$ cat config.mk
export PLATFORM = sky130hd
export DESIGN_NAME = tiny_rv_rr_fwd_flat
export DESIGN_NICKNAME = d
export VERILOG_FILES = /design/src/rtl/tiny_rv_rr_fwd_if.sv /design/src/rtl/tiny_rv_rr_fwd.sv /design/src/flat_wrapper.sv
export SDC_FILE = /design/constraint.sdc
export NUM_CORES = 1
export LEC_CHECK = 0
export BUFFER_PORTS_ARGS = -buffer_cell sky130_fd_sc_hd__buf_4
export CAP_MARGIN = 15
export CORE_AREA = 5 5 184 186
export CTS_BUF_LIST = sky130_fd_sc_hd__clkbuf_16
export DETAILED_ROUTE_END_ITERATION = 8
export DIE_AREA = 0 0 189 191
export MAX_ROUTING_LAYER = met4
export SKIP_CTS_REPAIR_TIMING = 1
export SLEW_MARGIN = 20
export SYNTH_ARGS = -nofsm -noshare
export SYNTH_HDL_FRONTEND = slang
export SYNTH_SLANG_ARGS = --single-unit
$ cat constraint.sdc
create_clock -name i_clk -period 3 [get_ports i_clk]
set_input_delay 0.6 -clock i_clk [delete_from_list [all_inputs] [get_ports i_clk]]
set_output_delay 0.6 -clock i_clk [all_outputs]
set_load 0.05 [all_outputs]
$ cat src/rtl/tiny_rv_rr_fwd_if.sv
// rtl/tiny_rv_rr_fwd_if.sv - signal bundle between decode, forwarding sources and the rr stage
interface tiny_rv_rr_fwd_if #(
  parameter int XLEN    = 32,
  parameter int NUM_FWD = 2,
  parameter int CNT_W   = 16
);
  logic                    i_pipe_stall;
  logic                    i_pipe_flush;
  logic                    decode_valid;
  logic [XLEN-1:0]         decode_pc;
  logic [31:0]             decode_inst;
  logic [XLEN-1:0]         decode_imm32;
  logic [6:0]              decode_opcode;
  logic [2:0]              decode_funct3;
  logic [6:0]              decode_funct7;
  logic [4:0]              decode_rs1;
  logic [4:0]              decode_rs2;
  logic [4:0]              decode_rd;
  logic [4:0]              read_p1;
  logic [4:0]              read_p2;
  logic [XLEN-1:0]         data_p1;
  logic [XLEN-1:0]         data_p2;
  logic [NUM_FWD-1:0]      fwd_valid;
  logic [NUM_FWD-1:0]      fwd_pending;
  logic [5*NUM_FWD-1:0]    fwd_reg;
  logic [XLEN*NUM_FWD-1:0] fwd_val;
  logic                    o_hazard_stall;
  logic [CNT_W-1:0]        o_hazard_cnt;
  logic                    rr_valid;
  logic [XLEN-1:0]         rr_pc;
  logic [31:0]             rr_inst;
  logic [XLEN-1:0]         rr_imm32;
  logic [6:0]              rr_opcode;
  logic [2:0]              rr_funct3;
  logic [6:0]              rr_funct7;
  logic [4:0]              rr_rd;
  logic [XLEN-1:0]         rr_rs1;
  logic [XLEN-1:0]         rr_rs2;

  modport master (
    output i_pipe_stall, i_pipe_flush, decode_valid, decode_pc, decode_inst, decode_imm32,
           decode_opcode, decode_funct3, decode_funct7, decode_rs1, decode_rs2, decode_rd,
           data_p1, data_p2, fwd_valid, fwd_pending, fwd_reg, fwd_val,
    input  read_p1, read_p2, o_hazard_stall, o_hazard_cnt, rr_valid, rr_pc, rr_inst,
           rr_imm32, rr_opcode, rr_funct3, rr_funct7, rr_rd, rr_rs1, rr_rs2
  );

  modport slave (
    input  i_pipe_stall, i_pipe_flush, decode_valid, decode_pc, decode_inst, decode_imm32,
           decode_opcode, decode_funct3, decode_funct7, decode_rs1, decode_rs2, decode_rd,
           data_p1, data_p2, fwd_valid, fwd_pending, fwd_reg, fwd_val,
    output read_p1, read_p2, o_hazard_stall, o_hazard_cnt, rr_valid, rr_pc, rr_inst,
           rr_imm32, rr_opcode, rr_funct3, rr_funct7, rr_rd, rr_rs1, rr_rs2
  );
endinterface

$ cat src/rtl/tiny_rv_rr_fwd.sv
// rtl/tiny_rv_rr_fwd.sv - register-read stage with priority forwarding and load-use bubbles
module tiny_rv_rr_fwd #(
  parameter int XLEN    = 32,
  parameter int NUM_FWD = 2,
  parameter int CNT_W   = 16
) (
  input logic             i_clk,
  input logic             i_reset,
  tiny_rv_rr_fwd_if.slave bus
);
  localparam logic [6:0]  OPC_LUI    = 7'b0110111;
  localparam logic [6:0]  OPC_AUIPC  = 7'b0010111;
  localparam logic [6:0]  OPC_JAL    = 7'b1101111;
  localparam logic [6:0]  OPC_OP     = 7'b0110011;
  localparam logic [6:0]  OPC_STORE  = 7'b0100011;
  localparam logic [6:0]  OPC_BRANCH = 7'b1100011;
  localparam logic [6:0]  OPC_NOP    = 7'h13;
  localparam logic [31:0] INST_NOP   = 32'h00000013;

  logic [XLEN-1:0] val1, val2;
  logic            pend1, pend2;
  logic            use1, use2;
  logic            hazard;
  logic            hazard_stall;

  assign bus.read_p1 = bus.decode_rs1;
  assign bus.read_p2 = bus.decode_rs2;

  // Resolve both operands: walk sources from lowest priority up so the youngest match wins last.
  always_comb begin
    val1  = bus.data_p1;
    val2  = bus.data_p2;
    pend1 = 1'b0;
    pend2 = 1'b0;
    for (int k = NUM_FWD - 1; k >= 0; k--) begin
      if (bus.fwd_valid[k] && (bus.fwd_reg[k*5 +: 5] != 5'd0)) begin
        if (bus.fwd_reg[k*5 +: 5] == bus.decode_rs1) begin
          val1  = bus.fwd_val[k*XLEN +: XLEN];
          pend1 = bus.fwd_pending[k];
        end
        if (bus.fwd_reg[k*5 +: 5] == bus.decode_rs2) begin
          val2  = bus.fwd_val[k*XLEN +: XLEN];
          pend2 = bus.fwd_pending[k];
        end
      end
    end
    if (bus.decode_rs1 == 5'd0) begin
      val1  = '0;
      pend1 = 1'b0;
    end
    if (bus.decode_rs2 == 5'd0) begin
      val2  = '0;
      pend2 = 1'b0;
    end
  end

  // Only operands the opcode actually reads may raise a load-use hazard.
  always_comb begin
    use1 = !((bus.decode_opcode == OPC_LUI) || (bus.decode_opcode == OPC_AUIPC) ||
             (bus.decode_opcode == OPC_JAL));
    use2 = (bus.decode_opcode == OPC_OP) || (bus.decode_opcode == OPC_STORE) ||
           (bus.decode_opcode == OPC_BRANCH);
    hazard       = (use1 && pend1) || (use2 && pend2);
    hazard_stall = bus.decode_valid && hazard && !bus.i_pipe_flush && !i_reset;
  end

  assign bus.o_hazard_stall = hazard_stall;

  // rr pipeline register: reset > flush > downstream stall > bubble > capture.
  always_ff @(posedge i_clk) begin
    if (i_reset) begin
      bus.rr_valid     <= 1'b0;
      bus.rr_pc        <= '0;
      bus.rr_inst      <= INST_NOP;
      bus.rr_imm32     <= '0;
      bus.rr_opcode    <= OPC_NOP;
      bus.rr_funct3    <= '0;
      bus.rr_funct7    <= '0;
      bus.rr_rd        <= '0;
      bus.rr_rs1       <= '0;
      bus.rr_rs2       <= '0;
      bus.o_hazard_cnt <= '0;
    end else if (bus.i_pipe_flush) begin
      bus.rr_valid  <= 1'b0;
      bus.rr_inst   <= INST_NOP;
      bus.rr_opcode <= OPC_NOP;
      bus.rr_rd     <= '0;
    end else if (bus.i_pipe_stall) begin
      bus.rr_valid <= bus.rr_valid;
    end else if (hazard_stall) begin
      bus.rr_valid  <= 1'b0;
      bus.rr_inst   <= INST_NOP;
      bus.rr_opcode <= OPC_NOP;
      bus.rr_rd     <= '0;
      if (!(&bus.o_hazard_cnt)) begin
        bus.o_hazard_cnt <= bus.o_hazard_cnt + 1'b1;
      end
    end else begin
      bus.rr_valid  <= bus.decode_valid;
      bus.rr_pc     <= bus.decode_pc;
      bus.rr_inst   <= bus.decode_inst;
      bus.rr_imm32  <= bus.decode_imm32;
      bus.rr_opcode <= bus.decode_opcode;
      bus.rr_funct3 <= bus.decode_funct3;
      bus.rr_funct7 <= bus.decode_funct7;
      bus.rr_rd     <= bus.decode_rd;
      bus.rr_rs1    <= val1;
      bus.rr_rs2    <= val2;
    end
  end
endmodule
$ cat src/flat_wrapper.sv
// flat-port wrapper written by rule: the top's interface ports become plain ports
module tiny_rv_rr_fwd_flat 
#(
  parameter int XLEN    = 32,
  parameter int NUM_FWD = 2,
  parameter int CNT_W   = 16
)
  (i_clk, i_reset, bus_i_pipe_stall, bus_i_pipe_flush, bus_decode_valid, bus_decode_pc, bus_decode_inst, bus_decode_imm32, bus_decode_opcode, bus_decode_funct3, bus_decode_funct7, bus_decode_rs1, bus_decode_rs2, bus_decode_rd, bus_data_p1, bus_data_p2, bus_fwd_valid, bus_fwd_pending, bus_fwd_reg, bus_fwd_val, bus_read_p1, bus_read_p2, bus_o_hazard_stall, bus_o_hazard_cnt, bus_rr_valid, bus_rr_pc, bus_rr_inst, bus_rr_imm32, bus_rr_opcode, bus_rr_funct3, bus_rr_funct7, bus_rr_rd, bus_rr_rs1, bus_rr_rs2);
  tiny_rv_rr_fwd_if #(.XLEN(XLEN), .NUM_FWD(NUM_FWD), .CNT_W(CNT_W)) bus_i ();
  input logic i_clk;
  input logic i_reset;
  input wire logic [$bits(bus_i.i_pipe_stall)-1:0] bus_i_pipe_stall;
  input wire logic [$bits(bus_i.i_pipe_flush)-1:0] bus_i_pipe_flush;
  input wire logic [$bits(bus_i.decode_valid)-1:0] bus_decode_valid;
  input wire logic [$bits(bus_i.decode_pc)-1:0] bus_decode_pc;
  input wire logic [$bits(bus_i.decode_inst)-1:0] bus_decode_inst;
  input wire logic [$bits(bus_i.decode_imm32)-1:0] bus_decode_imm32;
  input wire logic [$bits(bus_i.decode_opcode)-1:0] bus_decode_opcode;
  input wire logic [$bits(bus_i.decode_funct3)-1:0] bus_decode_funct3;
  input wire logic [$bits(bus_i.decode_funct7)-1:0] bus_decode_funct7;
  input wire logic [$bits(bus_i.decode_rs1)-1:0] bus_decode_rs1;
  input wire logic [$bits(bus_i.decode_rs2)-1:0] bus_decode_rs2;
  input wire logic [$bits(bus_i.decode_rd)-1:0] bus_decode_rd;
  input wire logic [$bits(bus_i.data_p1)-1:0] bus_data_p1;
  input wire logic [$bits(bus_i.data_p2)-1:0] bus_data_p2;
  input wire logic [$bits(bus_i.fwd_valid)-1:0] bus_fwd_valid;
  input wire logic [$bits(bus_i.fwd_pending)-1:0] bus_fwd_pending;
  input wire logic [$bits(bus_i.fwd_reg)-1:0] bus_fwd_reg;
  input wire logic [$bits(bus_i.fwd_val)-1:0] bus_fwd_val;
  output wire logic [$bits(bus_i.read_p1)-1:0] bus_read_p1;
  output wire logic [$bits(bus_i.read_p2)-1:0] bus_read_p2;
  output wire logic [$bits(bus_i.o_hazard_stall)-1:0] bus_o_hazard_stall;
  output wire logic [$bits(bus_i.o_hazard_cnt)-1:0] bus_o_hazard_cnt;
  output wire logic [$bits(bus_i.rr_valid)-1:0] bus_rr_valid;
  output wire logic [$bits(bus_i.rr_pc)-1:0] bus_rr_pc;
  output wire logic [$bits(bus_i.rr_inst)-1:0] bus_rr_inst;
  output wire logic [$bits(bus_i.rr_imm32)-1:0] bus_rr_imm32;
  output wire logic [$bits(bus_i.rr_opcode)-1:0] bus_rr_opcode;
  output wire logic [$bits(bus_i.rr_funct3)-1:0] bus_rr_funct3;
  output wire logic [$bits(bus_i.rr_funct7)-1:0] bus_rr_funct7;
  output wire logic [$bits(bus_i.rr_rd)-1:0] bus_rr_rd;
  output wire logic [$bits(bus_i.rr_rs1)-1:0] bus_rr_rs1;
  output wire logic [$bits(bus_i.rr_rs2)-1:0] bus_rr_rs2;
  assign bus_i.i_pipe_stall = bus_i_pipe_stall;
  assign bus_i.i_pipe_flush = bus_i_pipe_flush;
  assign bus_i.decode_valid = bus_decode_valid;
  assign bus_i.decode_pc = bus_decode_pc;
  assign bus_i.decode_inst = bus_decode_inst;
  assign bus_i.decode_imm32 = bus_decode_imm32;
  assign bus_i.decode_opcode = bus_decode_opcode;
  assign bus_i.decode_funct3 = bus_decode_funct3;
  assign bus_i.decode_funct7 = bus_decode_funct7;
  assign bus_i.decode_rs1 = bus_decode_rs1;
  assign bus_i.decode_rs2 = bus_decode_rs2;
  assign bus_i.decode_rd = bus_decode_rd;
  assign bus_i.data_p1 = bus_data_p1;
  assign bus_i.data_p2 = bus_data_p2;
  assign bus_i.fwd_valid = bus_fwd_valid;
  assign bus_i.fwd_pending = bus_fwd_pending;
  assign bus_i.fwd_reg = bus_fwd_reg;
  assign bus_i.fwd_val = bus_fwd_val;
  assign bus_read_p1 = bus_i.read_p1;
  assign bus_read_p2 = bus_i.read_p2;
  assign bus_o_hazard_stall = bus_i.o_hazard_stall;
  assign bus_o_hazard_cnt = bus_i.o_hazard_cnt;
  assign bus_rr_valid = bus_i.rr_valid;
  assign bus_rr_pc = bus_i.rr_pc;
  assign bus_rr_inst = bus_i.rr_inst;
  assign bus_rr_imm32 = bus_i.rr_imm32;
  assign bus_rr_opcode = bus_i.rr_opcode;
  assign bus_rr_funct3 = bus_i.rr_funct3;
  assign bus_rr_funct7 = bus_i.rr_funct7;
  assign bus_rr_rd = bus_i.rr_rd;
  assign bus_rr_rs1 = bus_i.rr_rs1;
  assign bus_rr_rs2 = bus_i.rr_rs2;
  tiny_rv_rr_fwd #(.XLEN(XLEN), .NUM_FWD(NUM_FWD), .CNT_W(CNT_W)) u_core (.i_clk(i_clk), .i_reset(i_reset), .bus(bus_i));
endmodule
==> metrics.yaml, run 1 <==
outcome: "completed"
root_buffer: "clkbuf_16"
start_util_pct: 30.0
synthDistinctLibCells: 41
drc: 0
h-tree-depth: 4
path_clk_slew_ns: 0.07
dp.final_hpwl_mm: 28.1
globalRoute.totalOverflow: 0
tns_ns: 0
synthesis.instances: 1181
die_w_um: 189
yosysWarnings: 0
vias: 10400
syn_nets: 1457
place.gp.congestion: 0.890
grt_pass1_vias: 9997
grt_pass1_wl_mm: 57.5
clock_latency_ns: 0.44
areaGrowthSynthToFinish_pct: 47.5
cp.arrival_ns: 2.31
end_kind: "output pin"
antenna_found_initial: 0
slew_violations: 0
sw_frac_of_total_pct: 30.9
num_rows: 66
first_iter_violations: 684
fin_ws_ns: 0.0861
cts_buffer_depth: 2
core_um2: 32100
syn_area_um2: 9630
diodes: 0
wl_mm: 38.4
hold_violations: 0
nFillCells: 3226
synth_area_leaders: "dfxtp_1 (41%), a21oi_1 (9.8%), o21ai_0 (9.6%)"
tightest_slew_ns: 0.919
required_ns: 2.40
final_nets: 1869
hold_path.class: "in2reg"
synth.top_cell.area_share_pct: 41.4
ys.flop_type: "dfxtp_1"
drive_gt1_share_pct: 37.5
ant_nets: 0
path_delay_family: "simple AND/OR/NAND/NOR gates"
grt_max_degree: 111
timing.hold.ws_ns: 0.397
post-route-cell-area_um2: 14200
start_kind: "input port"
rsz0062_at_grt: "false"
async_flop_share_pct: 0
setup_viol: 0
syn_avg_cell_area_um2: 8.15
clock_skew_ns: 0.00920
post-route-period-util_pct: 97.1
path_cells: "buf_4 > or4_1 > o211ai_1 > nor3_1 > mux2i_2 > o22a_1 > inv_1 > buf_4"
cp_slowest_stage_delay_ns: 0.57
max-vdd-ir-drop_mv: 0.363
worstSetupPathType: "in2out"
die_y_um: 191
cts.sinks: 199
wire_per_inst_um: 19.1
dp_slack_ns: -0.0515
synth_most_common_cell: "dfxtp_1"
dr.pass1.iters: 7
synth_top_area_cell: "dfxtp_1"
synth.top_cells.by_count: "dfxtp_1 (199), a21oi_1 (188), o21ai_0 (184)"
post-route-util_pct: 44.2
path_common_cell: "buf_4"
cts_tree: "yes"
drv_cap: 0
cellLeakagePower_uw: 0.00582
sequentialPowerShare_pct: 42.4
cts-buffers-inserted: 17
crit_path_max_fanout: 3
vias_per_cell: 5.17
power.density_nw_per_um2: 465
dieArea_um2: 36100
postPlaceCellArea_um2: 13600
io_pins: 485
io_buffers: 484
p_comb_share_pct: 21.4
period_needed_ns: 2.91
synth-edff-count: 0
grt_usage_pct: 20.5
ys_seq_elements: 199
path_buf_inv: 3
p_sw_uw: 2040
cp_slowest_cell: "or4_1"
yosysSeqAreaShare_pct: 41.4
power_frac_clock_pct: 36.2
relSlewSlack_pct: 38.7
fmax_mhz: 343
power.internal_uw: 4570
## layout make-up
type,count,area (um2),share of cell area (%)
Timing Repair Buffer,519,4040,28.5
Tap cell,408,510,3.59
Inverter,5,18.8,0.132
Clock inverter,14,171,1.21
Clock buffer,17,425,3.00
Sequential cell,199,3980,28.1
Multi-Input combinational cell,851,5050,35.6
## sequential cells by signal, summed over array words and instances, names as in the netlist
name / flops
u_core.bus.rr_imm32: 32
u_core.bus.rr_rd: 5
u_core.bus.rr_funct3: 3
u_core.bus.rr_opcode: 7
u_core.bus.rr_pc: 32
u_core.bus.rr_inst: 32
u_core.bus.rr_rs1: 32
u_core.bus.rr_valid: 1
u_core.bus.rr_funct7: 7
u_core.bus.rr_rs2: 32
u_core.bus.o_hazard_cnt: 16
## placed cells by master, fill, tap and decap left out, drive strengths merged, types with 6 or more instances in the layout
master	n
clkinv	6
nor3	10
nand3b	39
mux2i	36
inv	9
nand3	151
xnor2	16
nor2	13
a22o	32
dfxtp	199
buf	519
clkbuf	17
nand2	84
nor2b	8
a21oi	188
o21ai	185
mux2	37
or3	8
## worst register-to-register path: cells and delay by family (launching register included)
kind	cells	cell delay, ns
flops	1	0.36
compound gates	3	0.85
simple gates	4	1.04
## cell families (layout without fill, tap and decap cells)
group                      count (synthesis)  after routing  share of synthesized area (%)
AOI/OAI and AO/OA                        417            417                           23.4
and+or+nand+nor                          340            340                           18.5
DFF                                      199            199                           41.4
buffers and inverters                    131            555                           6.62
muxes                                     73             73                           8.11
xor gates and xnor gates                  20             20                           1.82
adders and majority gates                  1              1                          0.130
## power by group through the flow
stage	sequential (uW)	combinational [uW]	clock [uW]
after floorplan	3230	421	0
after global placement	2860	1410	0
after detailed placement	2860	1420	0
after CTS	2800	1420	2470
after global routing	2810	1500	2570
final	2800	1420	2390
## final timing paths
check	start	endpoint	slack [ns]	depth (start not counted)
max	bus_fwd_reg[6]	bus_o_hazard_stall	0.09	8
min	bus_decode_opcode[0]	u_core.bus.rr_opcode[0]	0.40	3
max reg2reg	u_core.bus.o_hazard_cnt[4]	u_core.bus.o_hazard_cnt[14]	0.67	7
min reg2reg	u_core.bus.rr_rd[0]	u_core.bus.rr_rd[0]	0.46	2
## through the flow
step           power [uW]  cells
5_1_grt              6890   2013
3_3_place_gp         4270   1980
2_1_floorplan        3650   1181
4_1_cts              6680   2011
6_report             6610   2013
3_5_place_dp         4270   1980
## routing by layer
layer	GRT usage (%)	wire, um	vias up
li1	-	-	5061
met4	7.23	1220	0
met5	-	0	-
met1	24.8	15600	4914
met3	5.53	2790	61
met2	33.2	18800	376
Power figures use the tool's default switching activity.
==> inputs of run 2 (changes only) <==
--- a/config.mk
+++ b/config.mk
@@ -9,3 +9,3 @@
 export CAP_MARGIN = 15
-export CORE_AREA = 5 5 184 186
+export CORE_AREA = 2 2 187 189
 export CTS_BUF_LIST = sky130_fd_sc_hd__clkbuf_16
--- a/constraint.sdc
+++ b/constraint.sdc
@@ -3,2 +3,2 @@
 set_output_delay 0.6 -clock i_clk [all_outputs]
-set_load 0.05 [all_outputs]
+set_load 0.005 [all_outputs]
==> run 2 against run 1 <==
Net effect: first-iteration DRC count up 15%; cell count increased by 2.2%; critical path type unchanged; power is 7.6% lower; critical endpoint unchanged; utilization down 2.7 points; largest cell class unchanged; hold slack got worse by 0.0011 ns.
==> metrics.yaml, run 2 (same netlist as run 1, synthesis figures left out) <==
fin_ws_ns: 0.0819  # was 0.0861 ns
drive_gt1_share_pct: 37.3  # was 37.5%
io_pins: 485  # unchanged
post-route-period-util_pct: 97.3  # was 97.1%
dieArea_um2: 36100  # unchanged
dr.pass1.iters: 5  # was 7
areaGrowthSynthToFinish_pct: 47.2  # was 47.5%
vias: 10500  # was 10400
cellLeakagePower_uw: 0.00577  # was 0.00582 uW
die_w_um: 189  # unchanged
grt_pass1_wl_mm: 56.8  # was 57.5 mm
end_kind: "output pin"  # unchanged
num_rows: 68  # was 66
busiest_layer: "met2"  # unchanged
grt_max_degree: 91  # was 111
setup_viol: 0  # unchanged
globalRoute.totalOverflow: 0  # unchanged
antenna_found_initial: 0  # unchanged
relSlewSlack_pct: 35.3  # was 38.7%
place.gp.congestion: 0.886  # was 0.890
crit_start: "bus_fwd_reg[6]"  # unchanged
grt_pass1_vias: 9995  # was 9997
start_kind: "input port"  # unchanged
cp.arrival_ns: 2.32  # was 2.31 ns
period_needed_ns: 2.92  # was 2.91 ns
vias_per_cell: 5.08  # was 5.17
clock_latency_ns: 0.44  # about the same
rsz0062_at_grt: "false"  # unchanged
start_util_pct: 28.2  # was 30.0%
grt_usage_pct: 20.5  # about the same
drc: 0  # unchanged
postPlaceCellArea_um2: 13600  # about the same
clock_skew_ns: 0.00696  # was 0.00920 ns
die_y_um: 191  # unchanged
required_ns: 2.40  # about the same
min-delay-start: "bus_decode_opcode[0]"  # unchanged
cts_buffer_depth: 2  # unchanged
tightest_slew_ns: 0.970  # was 0.919 ns
reg2reg_from: "u_core.bus.o_hazard_cnt[3]"  # was u_core.bus.o_hazard_cnt[4]
layout_common_cells: "buf_4 (506), dfxtp_1 (199), a21oi_1 (188), o21ai_0 (184), nand3_1 (151)"  # was buf_4 (508), dfxtp_1 (199), a21oi_1 (188), o21ai_0 (184), nand3_1 (151)
post-route-cell-area_um2: 14200  # about the same
power.density_nw_per_um2: 431  # was 465 nW/um2
met3_usage_pct: 4.55  # was 5.53%
diodes: 0  # unchanged
hold_path.class: "in2reg"  # unchanged
fmax_mhz: 343  # about the same
io_buffers: 484  # unchanged
root_buffer: "clkbuf_16"  # unchanged
grt_use_met1_pct: 25.2  # was 24.8%
cts_tree: "yes"  # unchanged
hold_violations: 0  # unchanged
outcome: "completed"  # unchanged
dp.final_hpwl_mm: 27.3  # was 28.1 mm
timing.hold.ws_ns: 0.396  # was 0.397 ns
slew_violations: 0  # unchanged
final_common_cell: "buf_4"  # unchanged
wl_mm: 38.0  # was 38.4 mm
ant_nets: 0  # unchanged
cts.sinks: 199  # unchanged
final_nets: 1865  # was 1869
wire_per_inst_um: 18.5  # was 19.1 um
h-tree-depth: 4  # unchanged
first_iter_violations: 789  # was 684
met2_usage_pct: 32.4  # was 33.2%
path_clk_slew_ns: 0.08  # was 0.07 ns
crit_path_max_fanout: 3  # unchanged
core_um2: 34100  # was 32100 um2
cts-buffers-inserted: 17  # unchanged
dp_slack_ns: -0.0566  # was -0.0515 ns
drv_cap: 0  # unchanged
tns_ns: 0  # unchanged
max-vdd-ir-drop_mv: 0.373  # was 0.363 mV
worstSetupPathType: "in2out"  # unchanged
run 2: final timing paths:
path / to / slack (ns) / depth (start not counted)
max: bus_o_hazard_stall / 0.08 / 8
min: u_core.bus.rr_opcode[0] / 0.40 / 3
max reg2reg: u_core.bus.o_hazard_cnt[14] / 0.65 / 7
min reg2reg: u_core.bus.rr_rd[0] / 0.46 / 2
run 2: cell type report:
| type | instances | area [um2] |
|---|---|---|
| multi-input combinational | 851 | 5050 |
| clock buffer | 17 | 425 |
| fill | 3525 | 20000 |
| tap | 455 | 569 |
| sequential | 199 | 3980 |
| clock inverter | 15 | 140 |
| timing repair buffer | 515 | 3980 |
| inverter | 5 | 18.8 |
run 2: through the flow:
step	std cells	util (%)	power, uW
after CTS	2057	41.5	6190
after floorplan	1181	-	3260
after detailed placement	2025	39.9	3890
after global placement	2025	39.9	3880
after global routing	2057	41.5	6370
final	2057	41.5	6110
run 2: power breakdown:
| group | internal (uW) | switching, uW |
|---|---|---|
| clock | 1100 | 1180 |
| sequential | 2750 | 54.2 |
| combinational | 561 | 465 |
run 2: critical path, stage by stage:
cell      delay [ns]
buf_4           0.13
or4_1           0.56
o211ai_1        0.25
nor3_1          0.12
mux2i_2         0.25
o22a_1          0.20
inv_1           0.06
buf_4           0.14
run 2: per-layer routing:
metal  wire length (um)  vias to the layer above
met5                  0                        -
met4               1490                        0
met3               2600                       82
met2              18000                      421
met1              15900                     4910
li1                   -                     5043
